==> src/rtl/rr_sched_pkg.sv <==
// rtl/rr_sched_pkg.sv - shared state encoding and sizing helper for the round-robin memory scheduler
package rr_sched_pkg;

  typedef enum logic [1:0] {IDLE, REQ, HOLD, DROP} sched_state_t;

  // Index width with a floor of one bit so a single-requester build still has a sel port.
  function automatic int clog2_min1(input int n);
    return (n <= 2) ? 1 : $clog2(n);
  endfunction

endpackage

==> src/rtl/rr_pick.sv <==
// rtl/rr_pick.sv - combinational round-robin finder: first set request at or above ptr, wrapping to 0
module rr_pick
  import rr_sched_pkg::*;
#(
  parameter int N_REQ = 8,
  parameter int SEL_W = clog2_min1(N_REQ)
) (
  input  logic [N_REQ-1:0] req,
  input  logic [SEL_W-1:0] ptr,
  output logic             valid,
  output logic [SEL_W-1:0] idx
);

  logic             hi_hit;
  logic [SEL_W-1:0] hi_idx;
  logic             lo_hit;
  logic [SEL_W-1:0] lo_idx;

  // Descending scan so the last hit written is the lowest index; the upper pass wins over the wrap pass.
  always_comb begin
    hi_hit = 1'b0;
    hi_idx = '0;
    lo_hit = 1'b0;
    lo_idx = '0;
    for (int j = N_REQ - 1; j >= 0; j--) begin
      if (req[j]) begin
        lo_hit = 1'b1;
        lo_idx = SEL_W'(j);
        if (SEL_W'(j) >= ptr) begin
          hi_hit = 1'b1;
          hi_idx = SEL_W'(j);
        end
      end
    end
  end

  assign valid = lo_hit;
  assign idx   = hi_hit ? hi_idx : lo_idx;

endmodule

==> src/rtl/rr_mem_scheduler.sv <==
// rtl/rr_mem_scheduler.sv - shares one 4-phase memory port among N_REQ 4-phase requesters, round-robin
// Optional RR_SCHED_SYNC_EN adds 2-flop synchronizers on req_in and ack_out.
module rr_mem_scheduler
  import rr_sched_pkg::*;
#(
  parameter  int N_REQ = 8,
  localparam int SEL_W = clog2_min1(N_REQ)
) (
  input  logic             clk,
  input  logic             rst,
  input  logic [N_REQ-1:0] req_in,
  output logic [N_REQ-1:0] ack_in,
  output logic             req_out,
  input  logic             ack_out,
  output logic [SEL_W-1:0] sel,
  output logic             busy
);

  localparam logic [SEL_W-1:0] SEL_LAST = SEL_W'(N_REQ - 1);

  logic [N_REQ-1:0] req_s;
  logic             ack_s;

`ifdef RR_SCHED_SYNC_EN
  logic [N_REQ-1:0] req_m_q, req_s_q;
  logic             ack_m_q, ack_s_q;

  always_ff @(posedge clk) begin
    if (rst) begin
      req_m_q <= '0;
      req_s_q <= '0;
      ack_m_q <= 1'b0;
      ack_s_q <= 1'b0;
    end else begin
      req_m_q <= req_in;
      req_s_q <= req_m_q;
      ack_m_q <= ack_out;
      ack_s_q <= ack_m_q;
    end
  end

  assign req_s = req_s_q;
  assign ack_s = ack_s_q;
`else
  assign req_s = req_in;
  assign ack_s = ack_out;
`endif

  sched_state_t     state_q, state_d;
  logic [SEL_W-1:0] sel_q, sel_d;
  logic [SEL_W-1:0] ptr_q, ptr_d;
  logic             req_out_q, req_out_d;
  logic [N_REQ-1:0] ack_in_q, ack_in_d;
  logic             busy_q, busy_d;

  logic             pick_valid;
  logic [SEL_W-1:0] pick_idx;

  rr_pick #(
    .N_REQ (N_REQ),
    .SEL_W (SEL_W)
  ) u_pick (
    .req   (req_s),
    .ptr   (ptr_q),
    .valid (pick_valid),
    .idx   (pick_idx)
  );

  always_comb begin
    state_d   = state_q;
    sel_d     = sel_q;
    ptr_d     = ptr_q;
    req_out_d = req_out_q;
    ack_in_d  = ack_in_q;
    unique case (state_q)
      IDLE: begin
        ack_in_d = '0;
        if (pick_valid) begin
          sel_d     = pick_idx;
          req_out_d = 1'b1;
          state_d   = REQ;
        end
      end
      // A winner withdrawing here is deliberately not looked at; HOLD catches it once memory acks.
      REQ: begin
        if (ack_s) begin
          ack_in_d = N_REQ'(1) << sel_q;
          state_d  = HOLD;
        end
      end
      HOLD: begin
        if (!req_s[sel_q]) begin
          req_out_d = 1'b0;
          state_d   = DROP;
        end
      end
      DROP: begin
        if (!ack_s) begin
          ack_in_d = '0;
          ptr_d    = (sel_q == SEL_LAST) ? '0 : sel_q + SEL_W'(1);
          state_d  = IDLE;
        end
      end
      default: state_d = IDLE;
    endcase
    busy_d = (state_d != IDLE);
  end

  always_ff @(posedge clk) begin
    if (rst) begin
      state_q   <= IDLE;
      sel_q     <= '0;
      ptr_q     <= '0;
      req_out_q <= 1'b0;
      ack_in_q  <= '0;
      busy_q    <= 1'b0;
    end else begin
      state_q   <= state_d;
      sel_q     <= sel_d;
      ptr_q     <= ptr_d;
      req_out_q <= req_out_d;
      ack_in_q  <= ack_in_d;
      busy_q    <= busy_d;
    end
  end

  assign ack_in  = ack_in_q;
  assign req_out = req_out_q;
  assign sel     = sel_q;
  assign busy    = busy_q;

endmodule

==> config.mk <==
export PLATFORM = sky130hd
export DESIGN_NAME = rr_mem_scheduler
export DESIGN_NICKNAME = d
export VERILOG_FILES = /design/src/rtl/rr_sched_pkg.sv /design/src/rtl/rr_pick.sv /design/src/rtl/rr_mem_scheduler.sv
export SDC_FILE = /design/constraint.sdc
export NUM_CORES = 1
export LEC_CHECK = 0
export BUFFER_PORTS_ARGS = -buffer_cell sky130_fd_sc_hd__buf_2
export CORE_MARGIN = 4
export CORE_UTILIZATION = 40
export DETAILED_ROUTE_END_ITERATION = 7
export PLACE_DENSITY = 0.66
export SETUP_SLACK_MARGIN = 0.1
export SLEW_MARGIN = 10
export SYNTH_ARGS = -nofsm -noshare
export SYNTH_HDL_FRONTEND = slang
export SYNTH_HIERARCHICAL = 1
export SYNTH_SLANG_ARGS = --single-unit
==> constraint.sdc <==
create_clock -name clk -period 1.7 [get_ports clk]
set_input_delay 0.085 -clock clk [delete_from_list [all_inputs] [get_ports clk]]
set_output_delay 0.085 -clock clk [all_outputs]
set_load 0.02 [all_outputs]
==> run summary <==
Status = finished, final reports clean
Netlist cell types = 44
Global Route Usage Sum = 0.142
CTS tree = built
Drt drc = 0
Worst path bufs/invs = 0
Pre-CTS setup slack = 0.171 ns
Final Instance Area = 1310 um^2
Number of global-route vias before repair = 997
Clk_lat worst skew = 0.29 ns
Nets@finish = 180
Crit path capture type = register
Max_cap viols = 0
Pwr/cell area = 725 nW/um^2
Combinational Power Share = 0.225
Setup CP Type = register to register
Pint = 659 uW
Synth Flop Type = dfxtp_1
Initial antenna violation count = 0
Via density = 5.45
Fin crit share = 0.857
First-pass GRT wire length = 4170 um
Final GP Congestion = 0.823
Worst-path fanout max = 8
Post-CTS setup buffers = 0
Commonest cells post-synth = nor2_1 (21), dfxtp_1 (18), a21oi_1 (17)
Net Sw Frac = 0.306
Sequential power share = 0.495
Yosys reg bits = 18
Synthesis-to-finish area growth = 12.9%
Setup TNS = 0 ns
Overflow after GRT = 0
Avg Inst Size Synth = 8.17 um^2
Synth warnings = 6
P_leak = 0.000534 uW
Number of CTS-inserted buffers = 3
Async SR Flop Fraction = 0
Worst Hold Class = input pin to register
Layout cells sized above 1 = 0.247
RSZ-0062 raised after global routing = no
Max Transition Viols Final = 0
Routed length per instance = 13.0 um
I/O pin total = 24
Htree depth = 1
Synth Cell Area = 1160 um^2
Crit-path max cell delay = 0.42 ns
Min Clock Period, post-route = 1.46 ns
Die width = 61.9 um
Final number of setup-violating endpoints = 0
PortBufs = 23
Worst Tran Pin Value = 0.481 ns
Clock Sinks = 18
CP arrival = 1.64 ns
FMAX = 686 MHz
Fillers = 293
CTS Buffer Depth = 2
Slowest cell on crit path = dfxtp_1
Data required, critical path = 1.88 ns
Worst setup margin = 0.243 ns
Number of synthesized flops with an enable pin = 0
Routed Antenna Nets = 0
Fin util = 0.475
Detailed Route Iter0 Violations = 32
Clk pin slew, worst setup/hold paths = 0.11 ns
Height of the die = 61.9 um
Cells after Synth = 142
Rows = 19
Peak supply drop = 407 uV
Clock Skews = 0.00176 ns
CP top delay family = adder cells
Area leader, netlist = dfxtp_1
Antenna fix cells = 0
Root Buffer = clkbuf_4
Post-synth top area share = 0.311
Syn nets = 159
Area post-placement = 1270 um^2
Via count = 1051
Clock power frac = 0.280
Core area = 2760 um^2
CP startpoint kind = register
Hold Fails Final Rpt = 0
Final hold slack = 0.146 ns
Sw power = 290 uW
Drt pass-1 iters = 4
Post-DP HPWL = 1950 um
Area contributors post-synth = dfxtp_1 (31%), a21oi_1 (7.3%), nor2_1 (6.8%)
Most used standard cell by instance count after synthesis = nor2_1
Seq/Total Area, Yosys = 0.311
Crit-path cells = ha_1 > ha_1 > mux2_2 > a22oi_1 > nor2_1
Die area = 3830 um^2
Initial Util = 0.421
Drt total wl = 2500 um
Critical Path Most Common Cell = ha_1
Slew headroom = 0.678
Largest net degree at the start of global routing = 19
## flip-flops by register name, summed over array words and instances, names as in the netlist
signal,count
busy,1
ptr_q,3
state_q,2
sel,3
ack_in,8
req_out,1
## stage by stage
stage	power (uW)	std cells
after floorplan	634	142
after global placement	688	189
after detailed placement	693	189
after CTS	961	193
after global routing	1000	193
final	949	193
## layout make-up
| type | count | area (um^2) | area share |
|---|---|---|---|
| repair buffers | 23 | 115 | 0.0879 |
| flip-flops and latches | 18 | 363 | 0.277 |
| well taps | 31 | 38.8 | 0.0296 |
| multi-input cells | 111 | 734 | 0.561 |
| inverters | 6 | 22.5 | 0.0172 |
| clock buffers | 4 | 36.3 | 0.0277 |
## routing by layer
metal / global-route usage / vias up / wire (um)
li1: - / 540 / -
met1: 0.182 / 490 / 1190
met2: 0.248 / 21 / 1240
met3: 0.0186 / 0 / 83
met4: 0.0394 / 0 / 0
met5: 0 / - / 0
## repair_timing
action,in CTS,in global routing
hold endpoints to repair,0,0
endpoints found under the setup margin,0,2
hold buffers,0,0
resized for setup,0,3
## placed cells by master (no fill, tap or decap), types with 2 or more instances in the layout
cell type  instances
buf_2             23
nor2_1            21
a21oi_1           17
dfxtp_1           16
nand2_1           11
mux2i_1            7
ha_1               6
inv_1              5
nand3_1            5
and2_1             3
a22oi_1            3
nor3_1             3
nand4_1            3
clkbuf_4           3
xnor2_1            2
mux2_2             2
dfxtp_2            2
o21ai_1            2
o31ai_1            2
nor2b_1            2
o22ai_1            2
## worst min-delay path: stages
cell	delay, ns
buf_2	0.15
mux2i_1	0.09
nor2_1	0.07
## power by group through the flow
stage	Sequential (uW)	Clock [uW]	Combinational (uW)
floorplan	477	0	157
global placement	479	0	209
global route	475	291	239
finish	470	266	214
detailed placement	480	0	213
CTS	470	277	213
## kinds of logic (layout without fill, tap and decap cells)
logic type	count (synthesis)	in the layout	share of synthesized area
AND/OR/NAND/NOR	56	56	0.242
flip-flops	18	18	0.311
adder cells (fa/ha/maj)	6	6	0.0647
AO/OA/AOI/OAI	36	36	0.198
XOR/XNOR	3	3	0.0291
multiplexers	10	10	0.0992
buffers and inverters	13	33	0.0561
## final timing paths
check                  from          to  slack (ns)  depth (start not counted)
setup / recovery     sel[1]   ack_in[7]        0.24                          5
hold / removal      ack_out  state_q[1]        0.15                          3
setup reg to reg     sel[1]   ack_in[7]        0.24                          5
hold reg to reg   ack_in[6]   ack_in[6]        0.46                          2
No activity file was read; power rests on OpenSTA's default activity.
